$ cat src/rtl/fft_spectrum_peak.sv
// Power stream and per-frame peak search on the pipeline FFT output.
// Malformed frames raise o_frame_err and never produce a peak report.
module fft_spectrum_peak #(
  parameter int LOGS_FFT_LEN  = 13,
  parameter int DATA_WIDTH    = 10,
  parameter int SKIP_DC       = 1,
  parameter int HALF_SPECTRUM = 1
) (
  input  logic                        i_aclk,
  input  logic                        i_areset,
  input  logic                        i_axi4s_data_tvalid,
  input  logic [31:0]                 i_axi4s_data_tdata,
  input  logic                        i_axi4s_data_tlast,
  input  logic [23:0]                 i_axi4s_data_tuser,
  output logic                        o_pwr_tvalid,
  output logic [2*DATA_WIDTH-1:0]     o_pwr_tdata,
  output logic [LOGS_FFT_LEN-1:0]     o_pwr_tindex,
  output logic                        o_pwr_tlast,
  output logic                        o_peak_vld,
  output logic [LOGS_FFT_LEN-1:0]     o_peak_index,
  output logic [2*DATA_WIDTH-1:0]     o_peak_pwr,
  output logic [4:0]                  o_peak_blk_exp,
  output logic                        o_frame_err,
  output logic [15:0]                 o_frame_cnt
);

  localparam int L  = LOGS_FFT_LEN;
  localparam int DW = DATA_WIDTH;
  localparam int PW = 2 * DATA_WIDTH;
  localparam logic [L-1:0] IDX_LAST = '1;
  localparam logic [L-1:0] WIN_LO =
    (SKIP_DC != 0) ? L'(1) : L'(0);

  typedef enum logic {
    S_IDLE,
    S_ACTIVE
  } state_t;

  state_t r_state;
  state_t w_nxt_state;
  logic [L-1:0] r_exp_idx;
  logic [L-1:0] w_nxt_exp;

  logic [L-1:0]         w_idx;
  logic [4:0]           w_bexp;
  logic signed [DW-1:0] w_re;
  logic signed [DW-1:0] w_im;
  logic signed [PW-1:0] w_re_x;
  logic signed [PW-1:0] w_im_x;
  logic [PW-1:0]        w_re_sq;
  logic [PW-1:0]        w_im_sq;
  logic                 w_unused;

  assign w_idx  = i_axi4s_data_tuser[L-1:0];
  assign w_bexp = i_axi4s_data_tuser[20:16];
  assign w_re   = i_axi4s_data_tdata[DW-1:0];
  assign w_im   = i_axi4s_data_tdata[16+DW-1:16];
  assign w_re_x = {{DW{w_re[DW-1]}}, w_re};
  assign w_im_x = {{DW{w_im[DW-1]}}, w_im};
  assign w_re_sq = w_re_x * w_re_x;
  assign w_im_sq = w_im_x * w_im_x;
  assign w_unused = ^{i_axi4s_data_tdata[15:DW],
                      i_axi4s_data_tdata[31:16+DW],
                      i_axi4s_data_tuser[23:21],
                      i_axi4s_data_tuser[15:L]};

  logic w_seq_ok;
  logic w_end_ok;
  logic w_restart;

  assign w_seq_ok  = (w_idx == r_exp_idx) &&
                     !i_axi4s_data_tlast &&
                     (w_idx != IDX_LAST);
  assign w_end_ok  = (w_idx == IDX_LAST) &&
                     i_axi4s_data_tlast &&
                     (r_exp_idx == IDX_LAST);
  assign w_restart = (w_idx == '0) &&
                     !i_axi4s_data_tlast;

  always_ff @(posedge i_aclk) begin
    if (i_areset) begin
      r_state   <= S_IDLE;
      r_exp_idx <= '0;
    end else begin
      r_state   <= w_nxt_state;
      r_exp_idx <= w_nxt_exp;
    end
  end

  always_comb begin
    w_nxt_state = r_state;
    w_nxt_exp   = r_exp_idx;
    if (i_axi4s_data_tvalid) begin
      unique case (r_state)
        S_IDLE: begin
          if (w_idx == '0) begin
            w_nxt_state = S_ACTIVE;
            w_nxt_exp   = L'(1);
          end
        end
        S_ACTIVE: begin
          if (w_seq_ok) begin
            w_nxt_exp = r_exp_idx + L'(1);
          end else if (w_end_ok) begin
            w_nxt_state = S_IDLE;
          end else if (w_restart) begin
            w_nxt_exp = L'(1);
          end else begin
            w_nxt_state = S_IDLE;
          end
        end
        default: w_nxt_state = S_IDLE;
      endcase
    end
  end

  logic w_start;
  logic w_keep;
  logic w_clean;
  logic w_err;

  always_comb begin
    w_start = 1'b0;
    w_keep  = 1'b0;
    w_clean = 1'b0;
    w_err   = 1'b0;
    if (i_axi4s_data_tvalid) begin
      unique case (r_state)
        S_IDLE: begin
          w_start = (w_idx == '0);
          w_keep  = w_start;
        end
        S_ACTIVE: begin
          w_clean = w_end_ok;
          w_err   = !w_seq_ok && !w_end_ok;
          w_start = w_err && w_restart;
          w_keep  = w_seq_ok || w_end_ok || w_start;
        end
        default: ;
      endcase
    end
  end

  logic          r_s1_vld;
  logic [PW-1:0] r_s1_re_sq;
  logic [PW-1:0] r_s1_im_sq;
  logic [L-1:0]  r_s1_idx;
  logic          r_s1_last;
  logic          r_s1_keep;
  logic          r_s1_start;
  logic          r_s1_clean;
  logic [4:0]    r_s1_bexp;
  logic          r_s2_keep;
  logic          r_s2_start;
  logic          r_s2_clean;
  logic [4:0]    r_s2_bexp;
  logic [L-1:0]  r_run_idx;
  logic [PW-1:0] r_run_pwr;
  logic [4:0]    r_run_exp;

  // A frame-start beat searches against a fresh baseline, not the old peak.
  logic [L-1:0]  w_base_idx;
  logic [PW-1:0] w_base_pwr;
  logic          w_in_win;
  logic          w_upd;
  logic [L-1:0]  w_nxt_idx;
  logic [PW-1:0] w_nxt_pwr;

  assign w_base_idx = r_s2_start ? WIN_LO : r_run_idx;
  assign w_base_pwr = r_s2_start ? '0 : r_run_pwr;
  assign w_in_win =
    ((SKIP_DC == 0) || (o_pwr_tindex != '0)) &&
    ((HALF_SPECTRUM == 0) || !o_pwr_tindex[L-1]);
  assign w_upd = w_in_win && (o_pwr_tdata > w_base_pwr);
  assign w_nxt_idx = w_upd ? o_pwr_tindex : w_base_idx;
  assign w_nxt_pwr = w_upd ? o_pwr_tdata : w_base_pwr;

  always_ff @(posedge i_aclk) begin
    if (i_areset) begin
      r_s1_vld       <= 1'b0;
      r_s1_re_sq     <= '0;
      r_s1_im_sq     <= '0;
      r_s1_idx       <= '0;
      r_s1_last      <= 1'b0;
      r_s1_keep      <= 1'b0;
      r_s1_start     <= 1'b0;
      r_s1_clean     <= 1'b0;
      r_s1_bexp      <= '0;
      o_pwr_tvalid   <= 1'b0;
      o_pwr_tdata    <= '0;
      o_pwr_tindex   <= '0;
      o_pwr_tlast    <= 1'b0;
      r_s2_keep      <= 1'b0;
      r_s2_start     <= 1'b0;
      r_s2_clean     <= 1'b0;
      r_s2_bexp      <= '0;
      r_run_idx      <= '0;
      r_run_pwr      <= '0;
      r_run_exp      <= '0;
      o_peak_vld     <= 1'b0;
      o_peak_index   <= '0;
      o_peak_pwr     <= '0;
      o_peak_blk_exp <= '0;
      o_frame_err    <= 1'b0;
      o_frame_cnt    <= '0;
    end else begin
      r_s1_vld   <= i_axi4s_data_tvalid;
      r_s1_keep  <= w_keep;
      r_s1_start <= w_start;
      r_s1_clean <= w_clean;
      if (i_axi4s_data_tvalid) begin
        r_s1_re_sq <= w_re_sq;
        r_s1_im_sq <= w_im_sq;
        r_s1_idx   <= w_idx;
        r_s1_last  <= i_axi4s_data_tlast;
        r_s1_bexp  <= w_bexp;
      end
      o_pwr_tvalid <= r_s1_vld;
      r_s2_keep    <= r_s1_vld && r_s1_keep;
      r_s2_start   <= r_s1_vld && r_s1_start;
      r_s2_clean   <= r_s1_vld && r_s1_clean;
      if (r_s1_vld) begin
        o_pwr_tdata  <= r_s1_re_sq + r_s1_im_sq;
        o_pwr_tindex <= r_s1_idx;
        o_pwr_tlast  <= r_s1_last;
        r_s2_bexp    <= r_s1_bexp;
      end
      o_frame_err <= w_err;
      o_peak_vld  <= 1'b0;
      if (o_pwr_tvalid && r_s2_keep) begin
        r_run_idx <= w_nxt_idx;
        r_run_pwr <= w_nxt_pwr;
        if (r_s2_start) begin
          r_run_exp <= r_s2_bexp;
        end
      end
      if (o_pwr_tvalid && r_s2_clean) begin
        o_peak_vld     <= 1'b1;
        o_peak_index   <= w_nxt_idx;
        o_peak_pwr     <= w_nxt_pwr;
        o_peak_blk_exp <= r_run_exp;
        o_frame_cnt    <= o_frame_cnt + 16'd1;
      end
    end
  end

endmodule

$ cat config.mk
export PLATFORM = sky130hd
export DESIGN_NAME = fft_spectrum_peak
export DESIGN_NICKNAME = d
export VERILOG_FILES = /design/src/rtl/fft_spectrum_peak.sv
export SDC_FILE = /design/constraint.sdc
export NUM_CORES = 1
export LEC_CHECK = 0
export BUFFER_PORTS_ARGS = -buffer_cell sky130_fd_sc_hd__buf_4
export CAP_MARGIN = 20
export CORE_ASPECT_RATIO = 2
export CORE_UTILIZATION = 40
export CTS_CLUSTER_SIZE = 24
export DETAILED_ROUTE_END_ITERATION = 8
export PLACE_DENSITY_LB_ADDON = 0.1
export SYNTH_ARGS = -nofsm -noshare
export SYNTH_HDL_FRONTEND = slang
export SYNTH_SLANG_ARGS = --single-unit
$ cat constraint.sdc
create_clock -name i_aclk -period 8.1 [get_ports i_aclk]
set_clock_uncertainty 0.2 [all_clocks]
set_input_delay 0.405 -clock i_aclk [delete_from_list [all_inputs] [get_ports i_aclk]]
set_output_delay 0.405 -clock i_aclk [all_outputs]
set_load 0.05 [all_outputs]
# --- Word level (Yosys, flattened, before mapping) ---
# Cells that the tools add are included.
op_classes:
  n_reduce_logical: 26
  bitwise_logic: 2
  order_cmp: 1
  n_eq_ne: 7
  n_addsub: 3
  multipliers: 2
  n_mux: 17
op_table:
  columns: ["operator", "count"]
  rows:
  - ["$mux 13", 6]
  - ["$mul 10x10->20", 2]
  - ["$mux 20", 2]
  - ["$eq 13x13->1 const B", 2]
  - ["$pmux 13 s2", 1]
  - ["$add 20x20->20", 1]
  - ["$gt 20x20->1", 1]
  - ["$add 16x1->16 const B", 1]
  - ["$logic_and 1x1->1", 14]
  - ["$add 13x1->13 const B", 1]
  - ["$eq 13x13->1", 1]
  - ["$logic_not 13->1", 1]
  - ["$ne 13x13->1 const B", 1]
  - ["$reduce_bool 13->1", 1]
  - ["$pmux 1 s2", 3]
  - ["$mux 1", 5]
  - ["$logic_not 1->1", 4]
  - ["$reduce_and 4->1", 1]
  - ["$ne 3x1->1 const B", 1]
  - ["$ne 3x3->1 const B", 1]
  - ["$reduce_or 3->1", 1]
  - ["$logic_or 1x1->1", 2]
  - ["$ne 2x2->1 const B", 1]
  - ["$not 1->1", 2]
  - ["other kinds (2)", 2]
totals:
  in_bits: 60
  output_inout_bits: 91
  reg_bits: 214
  wordCells: 86

# --- Longest topological paths before layout ---
# Gate-level depths: netlist of run 1.
depth:
  depth_word: 8
  ltp_mapped: 21
  mapped_depth_nobuf: 20

# --- Least setup slack after synthesis of run 1 ---
# OpenSTA, ideal clock, no wires.
synth_path:
  path_kind: "input to register"
  startpoint: "input port i_axi4s_data_tdata[3]"
  endpoint: "register r_s1_re_sq[19]"
  path_slack_ps: 2631
  stages: 21
  setup_time_ps: 133
  path_buffers: 1
  t_arrival_ps: 5136
  t_required_ps: 7767
  cell_sequence: "clkbuf_1 > nand2_1 > fa_1 > inv_1 > ha_1 > a21oi_1 > fa_1 > inv_1 > fa_1 > inv_1 > fa_1 > inv_1 > ha_1 > o21a_1 > o21ai_0 > o311ai_0 > a21o_1 > a21o_1 > a221oi_1 > nand4b_1 > nor4b_1"
synth_between:
  elab_chain_len: 1
synth_lines:
  columns: ["item", "line", "text"]
  rows:
  - ["start: declaration", "12", "input logic [31:0] i_axi4s_data_tdata,"]
  - ["$mul 10x10->20", "60", "assign w_re_sq = w_re_x * w_re_x;"]
  - ["end signal: assignment", "212", "r_s1_re_sq <= w_re_sq;"]
  - ["end: declaration", "145", "logic [PW-1:0] r_s1_re_sq;"]
# No other way between the ends.
# A chain may end at the register's enable or synchronous reset.

# --- Worst setup path in the final report of run 1 ---
# Same ends and word-level chain as after synthesis.

==> flow_summary.toml, run 1 <==
[run_status]
status = "complete, no violations"

[power_and_ir_drop]
p_per_area_nw_per_um2 = 292.2
total_power_uw = 5502
p_leak_uw = 0.008714
peakVddDrop_mv = 0.1854

[logic_synthesis]
ys.flop_type = "dfxtp_1"
yosysWarnings = 0
avgSynthCellArea_um2 = 8.718
syn-num-nets = 2275
yosys_register_bits = 212
synthTopCellsByArea = "dfxtp_1 (25%), fa_1 (19%), ha_1 (10%)"
yosysTopAreaCellShare = 0.2539
synth.distinct_cells = 59
synth_area_um2 = 16710
synthCells = 1917
ys_seq_area_frac = 0.2539
synth_edf_count = 0
async_flop_share = 0
yosys.area.top_type = "dfxtp_1"

[drt]
postRouteWirelength_mm = 40.25
firstDrtPassIters = 5
wl_per_cell_um = 15.81
vias = 13020
drt-initial-drc-count = 387
drc = 0
via_per_inst = 5.114
antenna_left = 0

[timing]
fin_crit_ns = 5.334
finalSetupViolCount = 0
slew_violations = 0
tightest_slew_ns = 0.9134
holdWs_ns = 0.01719
fmax_mhz = 187.5
finalHoldViolations = 0
fin_crit_sh = 0.6586
fin_tns_setup_ns = 0
max_slew_margin = 0.3896
rsz0062_at_grt = "no"

[cts]
ctsHtreeMaxLevel = 1
cts_buffers = 19
clkLatencyLatePin_ns = 0.49
ctsResizeCount = 0
clk_pin_slew_ns = 0.07
cts_tree = "built"
ctsLongestPathBuffers = 3
clk_root_buffer_cell = "clkbuf_16"
clock-sinks = 212

[worst_setup_path]
worst-r2r-cell-count = 13
path_max_fanout = 13
r2r-start = "r_s2_start"
critPathBufInv = 5
r2r_setup_slack_ns = 4.18
cp_top_family = "adder cells"
crit_arrival_ns = 5.47
max_stage_delay_ns = 0.62
worstPathRequired_ns = 8.24
crit_chain = "buf_4 -> nand2_1 -> fa_1 -> inv_1 -> ha_1 -> a21oi_1 -> fa_1 -> inv_1 -> fa_1 -> inv_1 -> fa_1 -> inv_1 -> ha_1 -> o21a_1 -> o21ai_0 -> o311ai_0 -> a21o_1 -> a21o_1 -> a221oi_1 -> nand4b_1 -> nor4b_1"
cpMaxStageDelayCell = "fa_1"
rr_endpoint = "o_peak_index[12]"
critPathKind = "input port to register"
endpoint_kind = "register"
startpoint_type = "input port"

[global_route]
gr-total-overflow = 0
antenna_found_initial = 0
grt_use_total = 0.1944
grt_max_degree = 89
grt_pass1_vias = 13690
grt_pass1_wl_mm = 67.49

[floorplan]
die_area_um2 = 42650
fp.dieH_um = 291.1
fp.dieW_um = 146.5
placementRows = 105
core_um2 = 41120
pin_count = 151
start_util = 0.4064

[min_path]
min_from = "i_axi4s_data_tuser[2]"
hold-path-endpoint = "r_s1_idx[2]"
hold_path.class = "input port to register"
min_delay_path_depth = 3

[placed_design]
portBuffers = 132
dp_hpwl_mm = 32.29
globalplace.congestion = 0.8258

[final_layout]
insertedDiodeCount = 0
nets = 2358
areaGrowthSynthToFinish_pct = 12.67
final_layout_size_suffix_gt1_frac = 0.1015

[flow_run]
max-cap-violations = 0
==> cell type report <==
class	count	area (um2)
Tap cell	535	669.4
Timing Repair Buffer	152	1169
Inverter	285	1070
Clock inverter	8	105.1
Clock buffer	23	510.5
Fill cell	4056	22290
Multi-Input combinational cell	1330	11060
Sequential cell	212	4245
==> logic make-up (layout without fill, tap and decap cells) <==
group / after synthesis / after routing / share of synthesized area
xor+xnor: 94 / 94 / 0.04926
compound gates: 282 / 282 / 0.1065
flops: 212 / 212 / 0.2539
mux: 70 / 70 / 0.04193
simple gates: 586 / 586 / 0.1699
buf+inv: 375 / 468 / 0.08438
fa+ha+maj: 298 / 298 / 0.2941
==> cell usage after synthesis (3+ instances only) <==
library cell and number:
nand2_1 165, o21ai_0 67, a21oi_1 81, a211o_1 4, a31oi_1 37, nor2b_1 12
inv_1 284, and2_1 33, mux2i_1 70, o311ai_1 10, and3_1 14, a31o_2 3
nand3b_1 3, ha_1 140, nand4_1 29, nor3_1 15, nor2_1 146, nand3_1 60
xnor2_1 51, o211a_1 3, dfxtp_1 212, o211ai_1 5, or4_1 12, o311ai_0 3
o21bai_1 3, nand2b_1 31, or2_2 22, a21o_1 17, xor2_1 43, buf_1 14
clkbuf_1 74, o21a_1 14, or3_1 23, nor3b_1 4, a221oi_1 3, fa_1 158
a211oi_1 13, nor4_1 10
==> per-stage QoR <==
stage / setup slack, ns / std cells / utilization / instance area (um2)
floorplan: 2.631 / 1917 / - / 16710
global placement: 2.249 / 2503 / 0.4403 / 18100
detailed placement: 2.202 / 2503 / 0.4403 / 18100
CTS: 2.729 / 2545 / 0.4579 / 18830
global route: 2.431 / 2545 / 0.4579 / 18830
finish: 2.766 / 2545 / 0.4579 / 18830
==> registers in the layout (all words and copies together) (netlist names), 5 cells and up <==
name / flops
o_pwr_tindex: 13
r_exp_idx: 13
r_run_exp: 5
o_peak_index: 13
r_run_pwr: 20
o_frame_cnt: 16
o_pwr_tdata: 20
r_run_idx: 13
r_s1_im_sq: 19
r_s1_re_sq: 19
o_peak_pwr: 20
r_s1_idx: 13
r_s2_bexp: 5
o_peak_blk_exp: 5
r_s1_bexp: 5
==> layout by cell type (no fill, tap or decap), types with 22 or more instances in the layout <==
| cell | instances |
|---|---|
| a21oi_1 | 81 |
| a31oi_1 | 37 |
| and2_1 | 31 |
| buf_4 | 141 |
| dfxtp_1 | 211 |
| fa_1 | 158 |
| ha_1 | 140 |
| inv_1 | 284 |
| mux2i_1 | 70 |
| nand2_1 | 165 |
| nand2b_1 | 31 |
| nand3_1 | 60 |
| nand4_1 | 29 |
| nor2_1 | 146 |
| o21ai_0 | 67 |
| or2_2 | 22 |
| or3_1 | 23 |
| xnor2_1 | 51 |
| xor2_1 | 43 |
==> power breakdown <==
group / internal [uW] / switching [uW] / leakage (uW)
registers: 1130 / 71.0 / 0.00172
logic: 1450 / 1940 / 0.00670
clock network: 515 / 394 / 0.000292
==> timing repair <==
action,4_1_cts,5_1_grt
hold endpoints to repair,11,0
hold buffers,11,0
setup buffers,0,0
==> worst register-to-register path, cell delays in order (launching register included) <==
cell      delay, ns
dfxtp_1        0.30
buf_4          0.25
nand2b_1       0.23
ha_1           0.32
nand4_1        0.14
nor2_1         0.19
nand3_1        0.14
o41a_1         0.43
a21boi_1       0.13
buf_4          0.21
and2_2         0.21
buf_4          0.33
or4b_1         0.62
a21oi_1        0.14
==> how the worst max path moves through the flow <==
stage                                 from             end  slack [ns]  cells after the start
floorplan            i_axi4s_data_tdata[3]  r_s1_re_sq[19]        2.63                     21
global placement     i_axi4s_data_tdata[3]  r_s1_re_sq[19]        2.25                     21
detailed placement   i_axi4s_data_tdata[3]  r_s1_re_sq[19]        2.20                     21
CTS                  i_axi4s_data_tdata[3]  r_s1_re_sq[19]        2.73                     21
global route        i_axi4s_data_tdata[19]  r_s1_im_sq[19]        2.43                     21
finish               i_axi4s_data_tdata[3]  r_s1_re_sq[19]        2.77                     21
==> per-layer routing <==
metal	vias to the layer above	GRT usage	part of all wire
met1	6273	0.1986	0.37
met5	-	0	0
met2	206	0.3897	0.56
met3	77	0.01176	0.019
li1	6460	-	-
met4	0	0.09502	0.046
(Power assumes the default switching activity.)
==> run 2: changes to the inputs <==
==> constraint.sdc (replaced) <==
create_clock -name i_aclk -period 4.35 [get_ports i_aclk]
set_clock_uncertainty 0.2 [all_clocks]
set_input_delay 0.2175 -clock i_aclk [delete_from_list [all_inputs] [get_ports i_aclk]]
set_output_delay 0.2175 -clock i_aclk [all_outputs]
set_load 0.05 [all_outputs]
==> flow_summary.toml, run 2 (synthesized netlist as in run 1, its figures left out) <==
[drt]
antenna_left = 0
postRouteWirelength_mm = 41.98
drc = 0
vias = 13740
via_per_inst = 5.026
firstDrtPassIters = 5
wl_per_cell_um = 15.36
drt-initial-drc-count = 392

[worst_setup_path]
crit_chain = "buf_6 -> nand2b_4 -> fa_1 -> fa_1 -> inv_2 -> fa_1 -> fa_1 -> inv_1 -> fa_1 -> inv_2 -> ha_4 -> nor3_4 -> o21a_1 -> o311ai_2 -> a21o_1 -> a21o_1 -> a221oi_2 -> nand4b_1 -> nor4b_1"
startpoint_type = "input port"
path_max_fanout = 3
cp_common_cell = "fa_1"
crit_arrival_ns = 4.59
worstPathRequired_ns = 4.50
critPathKind = "input port to register"
max_stage_delay_ns = 0.52
cp_top_family = "adder cells"
critPathBufInv = 4
endpoint_kind = "register"
cpMaxStageDelayCell = "fa_1"

[timing]
finalHoldViolations = 0
fmax_mhz = 225.5
finalSetupViolCount = 3
fin_crit_ns = 4.434
fin_crit_sh = 1.019
slew_violations = 0
setup_slack_ns = -0.08405
max_slew_margin = 0.3783
rsz0062_at_grt = "yes"
tightest_slew_ns = 0.9241

[cts]
clkLatencyLatePin_ns = 0.50
cts_tree = "built"
clk_root_buffer_cell = "clkbuf_16"
ctsLongestPathBuffers = 3
clk_pin_slew_ns = 0.07
cts_buffers = 19
ctsHtreeMaxLevel = 1
clock-sinks = 212

[final_layout]
multi_input_area_um2 = 11830
insertedDiodeCount = 0
layout_commonest_cell = "buf_4"
areaGrowthSynthToFinish_pct = 27.32
nets = 2544
final_cell_mix = "buf_4 (281), inv_1 (255), dfxtp_1 (211), fa_1 (151), nor2_1 (137)"
regArea_um2 = 4245
reg_top3 = "o_peak_pwr x20, o_pwr_tdata x20, r_run_pwr x20"
nFillCells = 3911
final_layout_size_suffix_gt1_frac = 0.2383
finish.instance_area_um2 = 21280

[global_route]
gr-total-overflow = 0
grt_pass1_wl_mm = 69.34
grt_pass1_vias = 14220
grt_use_total = 0.1997
antenna_found_initial = 0
grt_max_degree = 90

[floorplan]
core_um2 = 41120
start_util = 0.4064
pin_count = 151
placementRows = 105
fp.dieW_um = 146.5
fp.dieH_um = 291.1
die_area_um2 = 42650

[power_and_ir_drop]
p_per_area_nw_per_um2 = 618.4
total_power_uw = 13160
p_leak_uw = 0.009824
peakVddDrop_mv = 0.4141

[placed_design]
dp_hpwl_mm = 34.03
placed_cell_area_um2 = 19790
portBuffers = 132
globalplace.congestion = 0.8705

[run_status]
violations = "setup timing"
status = "complete, but fails checks"

[flow_run]
max-cap-violations = 0

[min_path]
hold_path.class = "input port to register"
run 2: area by class of cell:
class / instances / area share
clock buffers: 24 / 0.02323
clock inverters: 10 / 0.006468
inverters: 285 / 0.05057
multi-input cells: 1330 / 0.5560
flip-flops and latches: 212 / 0.1995
well taps: 535 / 0.03146
repair buffers: 338 / 0.1327
run 2: worst paths after layout:
path,from,endpoint,slack [ns],depth (start not counted)
max,i_axi4s_data_tdata[0],r_s1_re_sq[19],-0.08,19
min,i_axi4s_data_tdata[16],r_s1_im_sq[2],0.002,4
max reg2reg,r_s2_start,o_peak_pwr[19],0.81,11
min reg2reg,r_s1_keep,r_s2_keep,0.23,1
run 2: per-layer routing:
metal,up-vias,GRT usage,part of all wire
li1,6838,-,-
met1,6632,0.1956,0.35
met2,198,0.4168,0.59
met3,74,0.01238,0.022
met4,0,0.08232,0.036
met5,-,0,0
run 2: worst register-to-register path, delay by kind of cell, from the launching register on:
kind | cells | cell delay, ns
buffers and inverters | 1 | 0.32
DFF | 1 | 0.48
adders and majority gates | 1 | 0.30
AOI/OAI and AO/OA | 3 | 0.73
and+or+nand+nor | 6 | 1.46
run 2: what timing repair did:
action	4_1_cts	5_1_grt
resized for setup	65	85
endpoints found under the setup margin	12	15
pin swaps	34	52
hold buffers	21	0
endpoints found under the hold margin	24	0
setup buffers	2	9
run 2: through the flow:
step           utilization  std cells  TNS [ns]  worst slack (ns)  hold slack (ns)
2_1_floorplan            -       1917    -2.668           -0.3808           0.1647
3_3_place_gp        0.4813       2669    -10.55           -0.6730           0.2109
3_5_place_dp        0.4813       2669    -11.57           -0.7640           0.2097
4_1_cts             0.5079       2726   -0.1330          -0.06630         0.006936
5_1_grt             0.5175       2734    -1.955           -0.3030          0.01772
6_report            0.5175       2734   -0.1467          -0.08405         0.001709
run 2: where the power goes:
part | switching, uW | leakage, uW | internal (uW)
combinational | 4580 | 0.00780 | 4590
clock | 760 | 0.000304 | 996
sequential | 128 | 0.00172 | 2100
total | 5470 | 0.00982 | 7690
